`src/rtl/fetch_controller_pkg.sv`:
```
`default_nettype none
// ============================================================================
// Module      : fetch_controller_pkg
// Description : Shared types and constants for the instruction fetch controller.
// Revision    : 1.0 - initial release
// ============================================================================
package fetch_controller_pkg;

  // Fetch sequencer states (2-bit encoding, all four codes used).
  typedef enum logic [1:0] {
    ST_BOOT  = 2'd0,
    ST_FETCH = 2'd1,
    ST_HOLD  = 2'd2,
    ST_FAULT = 2'd3
  } fetch_state_e;

  // Canonical RISC-V NOP (addi x0, x0, 0), parked in the buffer when it is cleared.
  localparam logic [31:0] INSTR_NOP = 32'h0000_0013;

  // Instruction fetch targets must be word aligned.
  function automatic logic is_misaligned(input logic [1:0] lsbs);
    return (lsbs != 2'b00);
  endfunction

endpackage
`default_nettype wire

```
`src/rtl/fetch_controller_buffer.sv`:
```
`default_nettype none
// ============================================================================
// Module      : fetch_controller_buffer
// Description : Holding register for the fetched instruction word and its PC,
//               with a valid flag. Clear has priority over load.
// Revision    : 1.0 - initial release
// ============================================================================
module fetch_controller_buffer
  import fetch_controller_pkg::*;
#(
  parameter int unsigned XLEN = 32
) (
  input  logic            clk,
  input  logic            rst,
  input  logic            load_i,
  input  logic            clear_i,
  input  logic [31:0]     instr_i,
  input  logic [XLEN-1:0] pc_i,
  output logic            valid_o,
  output logic [31:0]     instr_o,
  output logic [XLEN-1:0] pc_o
);

  logic            valid_q;
  logic [31:0]     instr_q;
  logic [XLEN-1:0] pc_q;

  // Capture the word on load, drop it on clear; reset empties it asynchronously.
  always_ff @(posedge clk or posedge rst) begin
    if (rst) begin
      valid_q <= 1'b0;
      instr_q <= '0;
      pc_q    <= '0;
    end else if (clear_i) begin
      valid_q <= 1'b0;
      instr_q <= INSTR_NOP;
      pc_q    <= '0;
    end else if (load_i) begin
      valid_q <= 1'b1;
      instr_q <= instr_i;
      pc_q    <= pc_i;
    end
  end

  assign valid_o = valid_q;
  assign instr_o = instr_q;
  assign pc_o    = pc_q;

endmodule
`default_nettype wire

```
`src/rtl/fetch_controller.sv`:
```
`default_nettype none
// ============================================================================
// Module      : fetch_controller
// Description : Sequences the program counter and instruction memory: one read
//               per PC, holds the word until decode accepts it, applies
//               redirects from execute and flags misaligned fetch targets.
// Revision    : 1.0 - initial release
// ============================================================================
module fetch_controller
  import fetch_controller_pkg::*;
#(
  parameter int unsigned     XLEN         = 32,
  parameter logic [XLEN-1:0] RESET_VECTOR = '0
) (
  input  logic            clk,
  input  logic            rst,
  input  logic [XLEN-1:0] pc_out_i,
  output logic [XLEN-1:0] pc_load_data_o,
  output logic            pc_load_en_o,
  output logic            pc_inc_en_o,
  output logic            imem_req_o,
  output logic [XLEN-1:0] imem_addr_o,
  input  logic            imem_ready_i,
  input  logic [31:0]     imem_rdata_i,
  output logic            instr_valid_o,
  output logic [31:0]     instr_o,
  output logic [XLEN-1:0] instr_pc_o,
  input  logic            instr_ready_i,
  input  logic            redirect_valid_i,
  input  logic [XLEN-1:0] redirect_target_i,
  output logic            fetch_err_o
);

  fetch_state_e    state_q;
  fetch_state_e    state_d;

  logic            w_pc_load_en;
  logic            w_pc_inc_en;
  logic [XLEN-1:0] w_pc_load_data;
  logic            w_imem_req;
  logic            w_fetch_err;
  logic            w_buf_load;
  logic            w_buf_clear;
  logic            w_redirect;

  // State register; reset restarts the boot sequence.
  always_ff @(posedge clk or posedge rst) begin
    if (rst) begin
      state_q <= ST_BOOT;
    end else begin
      state_q <= state_d;
    end
  end

  // Next-state and output decode; a redirect outside BOOT overrides everything.
  always_comb begin
    state_d        = state_q;
    w_pc_load_en   = 1'b0;
    w_pc_inc_en    = 1'b0;
    w_pc_load_data = RESET_VECTOR;
    w_imem_req     = 1'b0;
    w_fetch_err    = 1'b0;
    w_buf_load     = 1'b0;
    w_buf_clear    = 1'b0;
    w_redirect     = 1'b0;

    case (state_q)
      ST_BOOT: begin
        w_pc_load_en = 1'b1;
        state_d      = ST_FETCH;
      end
      ST_FETCH: begin
        w_imem_req = 1'b1;
        if (imem_ready_i) begin
          w_buf_load  = 1'b1;
          w_pc_inc_en = 1'b1;
          state_d     = ST_HOLD;
        end
      end
      ST_HOLD: begin
        if (instr_ready_i) begin
          w_buf_clear = 1'b1;
          state_d     = ST_FETCH;
        end
      end
      ST_FAULT: begin
        w_fetch_err = 1'b1;
      end
      default: begin
        state_d = ST_BOOT;
      end
    endcase

    w_redirect = redirect_valid_i &&
                 ((state_q == ST_FETCH) || (state_q == ST_HOLD) || (state_q == ST_FAULT));

    if (w_redirect) begin
      // Any word landing this cycle is dropped and the held word is released;
      // a coincident decode handshake has already consumed it on the outputs.
      w_pc_load_en   = 1'b1;
      w_pc_load_data = redirect_target_i;
      w_pc_inc_en    = 1'b0;
      w_buf_load     = 1'b0;
      w_buf_clear    = 1'b1;
      state_d        = is_misaligned(redirect_target_i[1:0]) ? ST_FAULT : ST_FETCH;
    end
  end

  fetch_controller_buffer #(
    .XLEN (XLEN)
  ) u_buffer (
    .clk     (clk),
    .rst     (rst),
    .load_i  (w_buf_load),
    .clear_i (w_buf_clear),
    .instr_i (imem_rdata_i),
    .pc_i    (pc_out_i),
    .valid_o (instr_valid_o),
    .instr_o (instr_o),
    .pc_o    (instr_pc_o)
  );

  // While reset is held the state already reads BOOT; mask its load pulse so
  // every output except the load value sits at zero.
  assign pc_load_en_o   = w_pc_load_en & ~rst;
  assign pc_inc_en_o    = w_pc_inc_en & ~rst;
  assign pc_load_data_o = w_pc_load_data;
  assign imem_req_o     = w_imem_req & ~rst;
  assign imem_addr_o    = rst ? '0 : pc_out_i;
  assign fetch_err_o    = w_fetch_err & ~rst;

endmodule
`default_nettype wire
```
`config.mk`:
```
export PLATFORM = sky130hd
export DESIGN_NAME = fetch_controller
export DESIGN_NICKNAME = d
export VERILOG_FILES = /design/src/rtl/fetch_controller_pkg.sv /design/src/rtl/fetch_controller_buffer.sv /design/src/rtl/fetch_controller.sv
export SDC_FILE = /design/constraint.sdc
export NUM_CORES = 1
export LEC_CHECK = 0
export CORE_MARGIN = 2
export CORE_UTILIZATION = 35
export CTS_CLUSTER_SIZE = 14
export DETAILED_ROUTE_END_ITERATION = 10
export PLACE_DENSITY = 0.8
export SLEW_MARGIN = 20
export SYNTH_ARGS = -nofsm -noshare
export SYNTH_HDL_FRONTEND = slang
export SYNTH_HIERARCHICAL = 1
export SYNTH_SLANG_ARGS = --single-unit
```
`constraint.sdc`:
```
create_clock -name clk -period 2.09 [get_ports clk]
set_input_delay 0.3135 -clock clk [delete_from_list [all_inputs] [get_ports clk]]
set_output_delay 0.3135 -clock clk [all_outputs]
set_load 0.02 [all_outputs]
```
==> summary.md <==
| Metric | Value |
|---|---|
| Least-Margin Pin Slew | 480.1 ps |
| Final Power | 4.916 mW |
| HP Class | in -> async |
| Met1 usage | 0.2477 |
| Worst Path Arrival | 1720 ps |
| Drt wl/cell | 15.14 um |
| Min cycle time layout | 2035 ps |
| H-tree depth | 3 |
| First-pass GRT wire length | 15440 um |
| Tcrit/Tclk final | 0.9737 |
| Crit path top cell by count | clkdlybuf4s50_1 |
| Routed via count | 3039 |
| Gate power share | 0.455 |
| PD cells | 831.4 nW/um^2 |
| Post-placement cell area | 5821 sq um |
| Routed WL | 10310 um |
| Status | finished, final reports clean |
| DR iter-0 viols | 74 |
| Slowest Stage Delay on Critical Path | 610 ps |
| Met2 usage | 0.3117 |
| Synth Warn # | 6 |
| Num CTS Buffers | 9 |
| Syn_nets | 415 |
| Number of setup buffers added after CTS | 0 |
| Yosys cell types | 24 |
| Flops & latches, synth | 67 |
| Port-buffer cells | 233 |
| Fin area | 5913 sq um |
| Post-synthesis sequential area ratio | 0.5026 |
| Max stage delay cell, worst path | clkdlybuf4s50_1 |
| DIE AREA | 10330 sq um |
| Critical Path Sink Type | primary output |
| Clk sink count | 67 |
| Clk_skew | 8.965 ps |
| Final core utilization | 0.6399 |
| Worst rel slew slack | 0.6799 |
| Post-Syn Area | 3336 sq um |
| Worst EP required | 1780 ps |
| Vias per cell | 4.463 |
| Max clock buf depth | 2 |
| Largest net degree at the start of global routing | 40 |
| Worst path buffer plus inverter count | 3 |
| Sw Ratio | 0.3464 |
| Clock Pin Slew Worst Setup and Hold Paths | 70 ps |
| Effective utilization at floorplan | 0.3610 |
| TritonCTS clock tree | done |
| Area Growth Syn to Fin | 77.27% |
| Vias in the first global route | 3063 |
| Initial antenna violation count | 0 |
| Sequential share of power | 0.328 |
| Post-route ant nets | 0 |
| Hold Fails Final Rpt | 0 |
| Syn avg cell area | 10.76 sq um |
| Setup TNS Final | 0 ps |
| Critical path class | in -> out |
| Share of total power in the clock network | 0.217 |
| Final nets | 653 |
| Switching Power | 1.703 mW |
| Clk root buf | clkbuf_8 |
| VDD IR max | 0.3914 mV |
| Int Pwr | 3.213 mW |
| Top delay family on crit path | buffers and inverters |
| Final setup fails | 0 |
| FP Rows | 35 |
| Setup slack, reg-to-reg | 120 ps |
| Met3 usage | 0.05935 |
| DP HPWL | 7874 um |
| Num ports | 234 |
| CP Max Fanout | 16 |
| Slew Viols, Final | 0 |
| # fillers | 751 |
| Final WS setup | 54.88 ps |
| GR peak layer | met2 |
| Die Ht | 101.6 um |
| Gpl congestion | 0.7627 |
| Leakage power | 2.709 nW |
| DRC | 0 |
| N_diodes | 0 |
| Mapped Cells | 310 |
| Critical path launch point type | primary input |
| GRT overflow | 0 |
| Peak Freq | 0.4914 GHz |
| Number of max-cap violations | 0 |
| Clk_lat worst skew | 330 ps |
| Dpl ws | -205.7 ps |
| Total track usage | 0.1921 |
| Cell Chain, Critical Path | clkdlybuf4s50_1 > buf_4 > nor2b_1 > clkdlybuf4s50_1 |
| Die width | 101.6 um |
| Core ar. | 9240 sq um |
| Pre-Repair DR Iteration Count | 6 |
| Hold buffers post-CTS | 0 |
| Share of layout cells above drive strength 1 | 0.1268 |
==> flip-flops by register name, indices dropped and copies added, names as in the netlist <==
| name | flops |
|---|---|
| state_q | 2 |
| u_buffer/instr_o | 32 |
| u_buffer/pc_o | 32 |
| u_buffer/valid_o | 1 |
==> tightest hold or removal path: stages <==
cell	delay, ps
clkdlybuf4s50_1	460
buf_12	180
inv_1	90
==> per-stage QoR <==
step	hold slack [ps]	instances
after detailed placement	488.6	665
after floorplan	436.5	310
after global routing	397.8	681
after CTS	382.5	680
final	396.4	681
after global placement	474.4	665
==> cell usage after synthesis (all sizes together) <==
| library cell | number | area (sq um) |
|---|---|---|
| a211o | 3 | 26.28 |
| a21o | 1 | 7.510 |
| a31o | 1 | 8.760 |
| a31oi | 2 | 12.51 |
| and2 | 32 | 200.2 |
| buf | 10 | 147.6 |
| clkbuf | 13 | 52.55 |
| dfrtp | 67 | 1677 |
| ha | 4 | 50.05 |
| inv | 5 | 18.77 |
| mux2i | 61 | 610.6 |
| nand2 | 1 | 3.750 |
| nor2 | 67 | 251.5 |
| nor2b | 37 | 231.5 |
| nor3 | 1 | 5.000 |
| o21ai | 2 | 10.01 |
| or2 | 2 | 15.02 |
| or2b | 1 | 7.510 |
==> area by class of cell <==
cell class,count,area (sq um),share of cell area
flip-flops and latches,67,1677,0.2835
clock buffers,13,158.9,0.02687
repair buffers,250,2401,0.4061
clock inverters,2,35.03,0.005925
multi-input cells,215,1461,0.2471
well taps,129,161.4,0.02730
inverters,5,18.77,0.003174
==> logic make-up after synthesis <==
| group | share of synthesized area |
|---|---|
| AO/OA/AOI/OAI | 0.01951 |
| adder cells (fa/ha/maj) | 0.01500 |
| buffers and inverters | 0.06564 |
| flip-flops | 0.5026 |
| multiplexers | 0.1830 |
| AND/OR/NAND/NOR | 0.2142 |
==> routing by layer <==
layer  part of all wire  vias up
li1                   -     1472
met1               0.41     1443
met2               0.50      116
met3              0.078        8
met4             0.0094        0
met5                  0        -
==> final timing paths <==
kind,cells past startpoint,start,end
setup / recovery,4,rst,imem_addr_o[5]
hold / removal,3,rst,state_q[1]
setup reg to reg,9,state_q[0],u_buffer/instr_o[0]
hold reg to reg,2,u_buffer/valid_o,u_buffer/valid_o
max in group asynchronous,4,rst,u_buffer/instr_o[5]
min in group clk,2,u_buffer/valid_o,u_buffer/valid_o
==> power by group through the flow <==
| stage | sequential (mW) | combinational [mW] | clock [mW] |
|---|---|---|---|
| final | 1.61 | 2.24 | 1.06 |
| after CTS | 1.62 | 2.28 | 1.10 |
| after floorplan | 1.87 | 1.03 | 0 |
| after detailed placement | 1.63 | 2.30 | 0 |
| after global placement | 1.63 | 2.26 | 0 |
| after global routing | 1.64 | 2.40 | 1.15 |
==> what timing repair did <==
item / in CTS / in global routing
endpoints found under the setup margin: 36 / 46
pin swaps: 0 / 1
cloned: 0 / 1
gates resized for setup: 90 / 50
==> cells in the final DEF, fill, tap and decap left out <==
cell	count
a31oi_1	2
clkbuf_1	2
o21ai_0	2
nand2_1	1
clkbuf_16	1
buf_4	11
bufinv_16	1
inv_1	4
a211o_1	3
ha_1	3
dlygate4sd2_1	3
dfrtp_1	67
nor2_4	1
clkdlybuf4s50_1	185
or2_4	1
or2b_1	1
a21o_2	1
nor3_1	1
and2_1	32
mux2i_1	61
dlymetal6s2s_1	12
buf_12	5
a31o_1	1
nor2b_4	1
or2_1	1
nor2_2	1
clkbuf_2	12
clkinv_2	1
inv_2	1
clkbuf_8	11
ha_2	1
buf_2	21
nor2b_1	36
nor2_1	65
No activity file was read; power rests on OpenSTA's default activity.
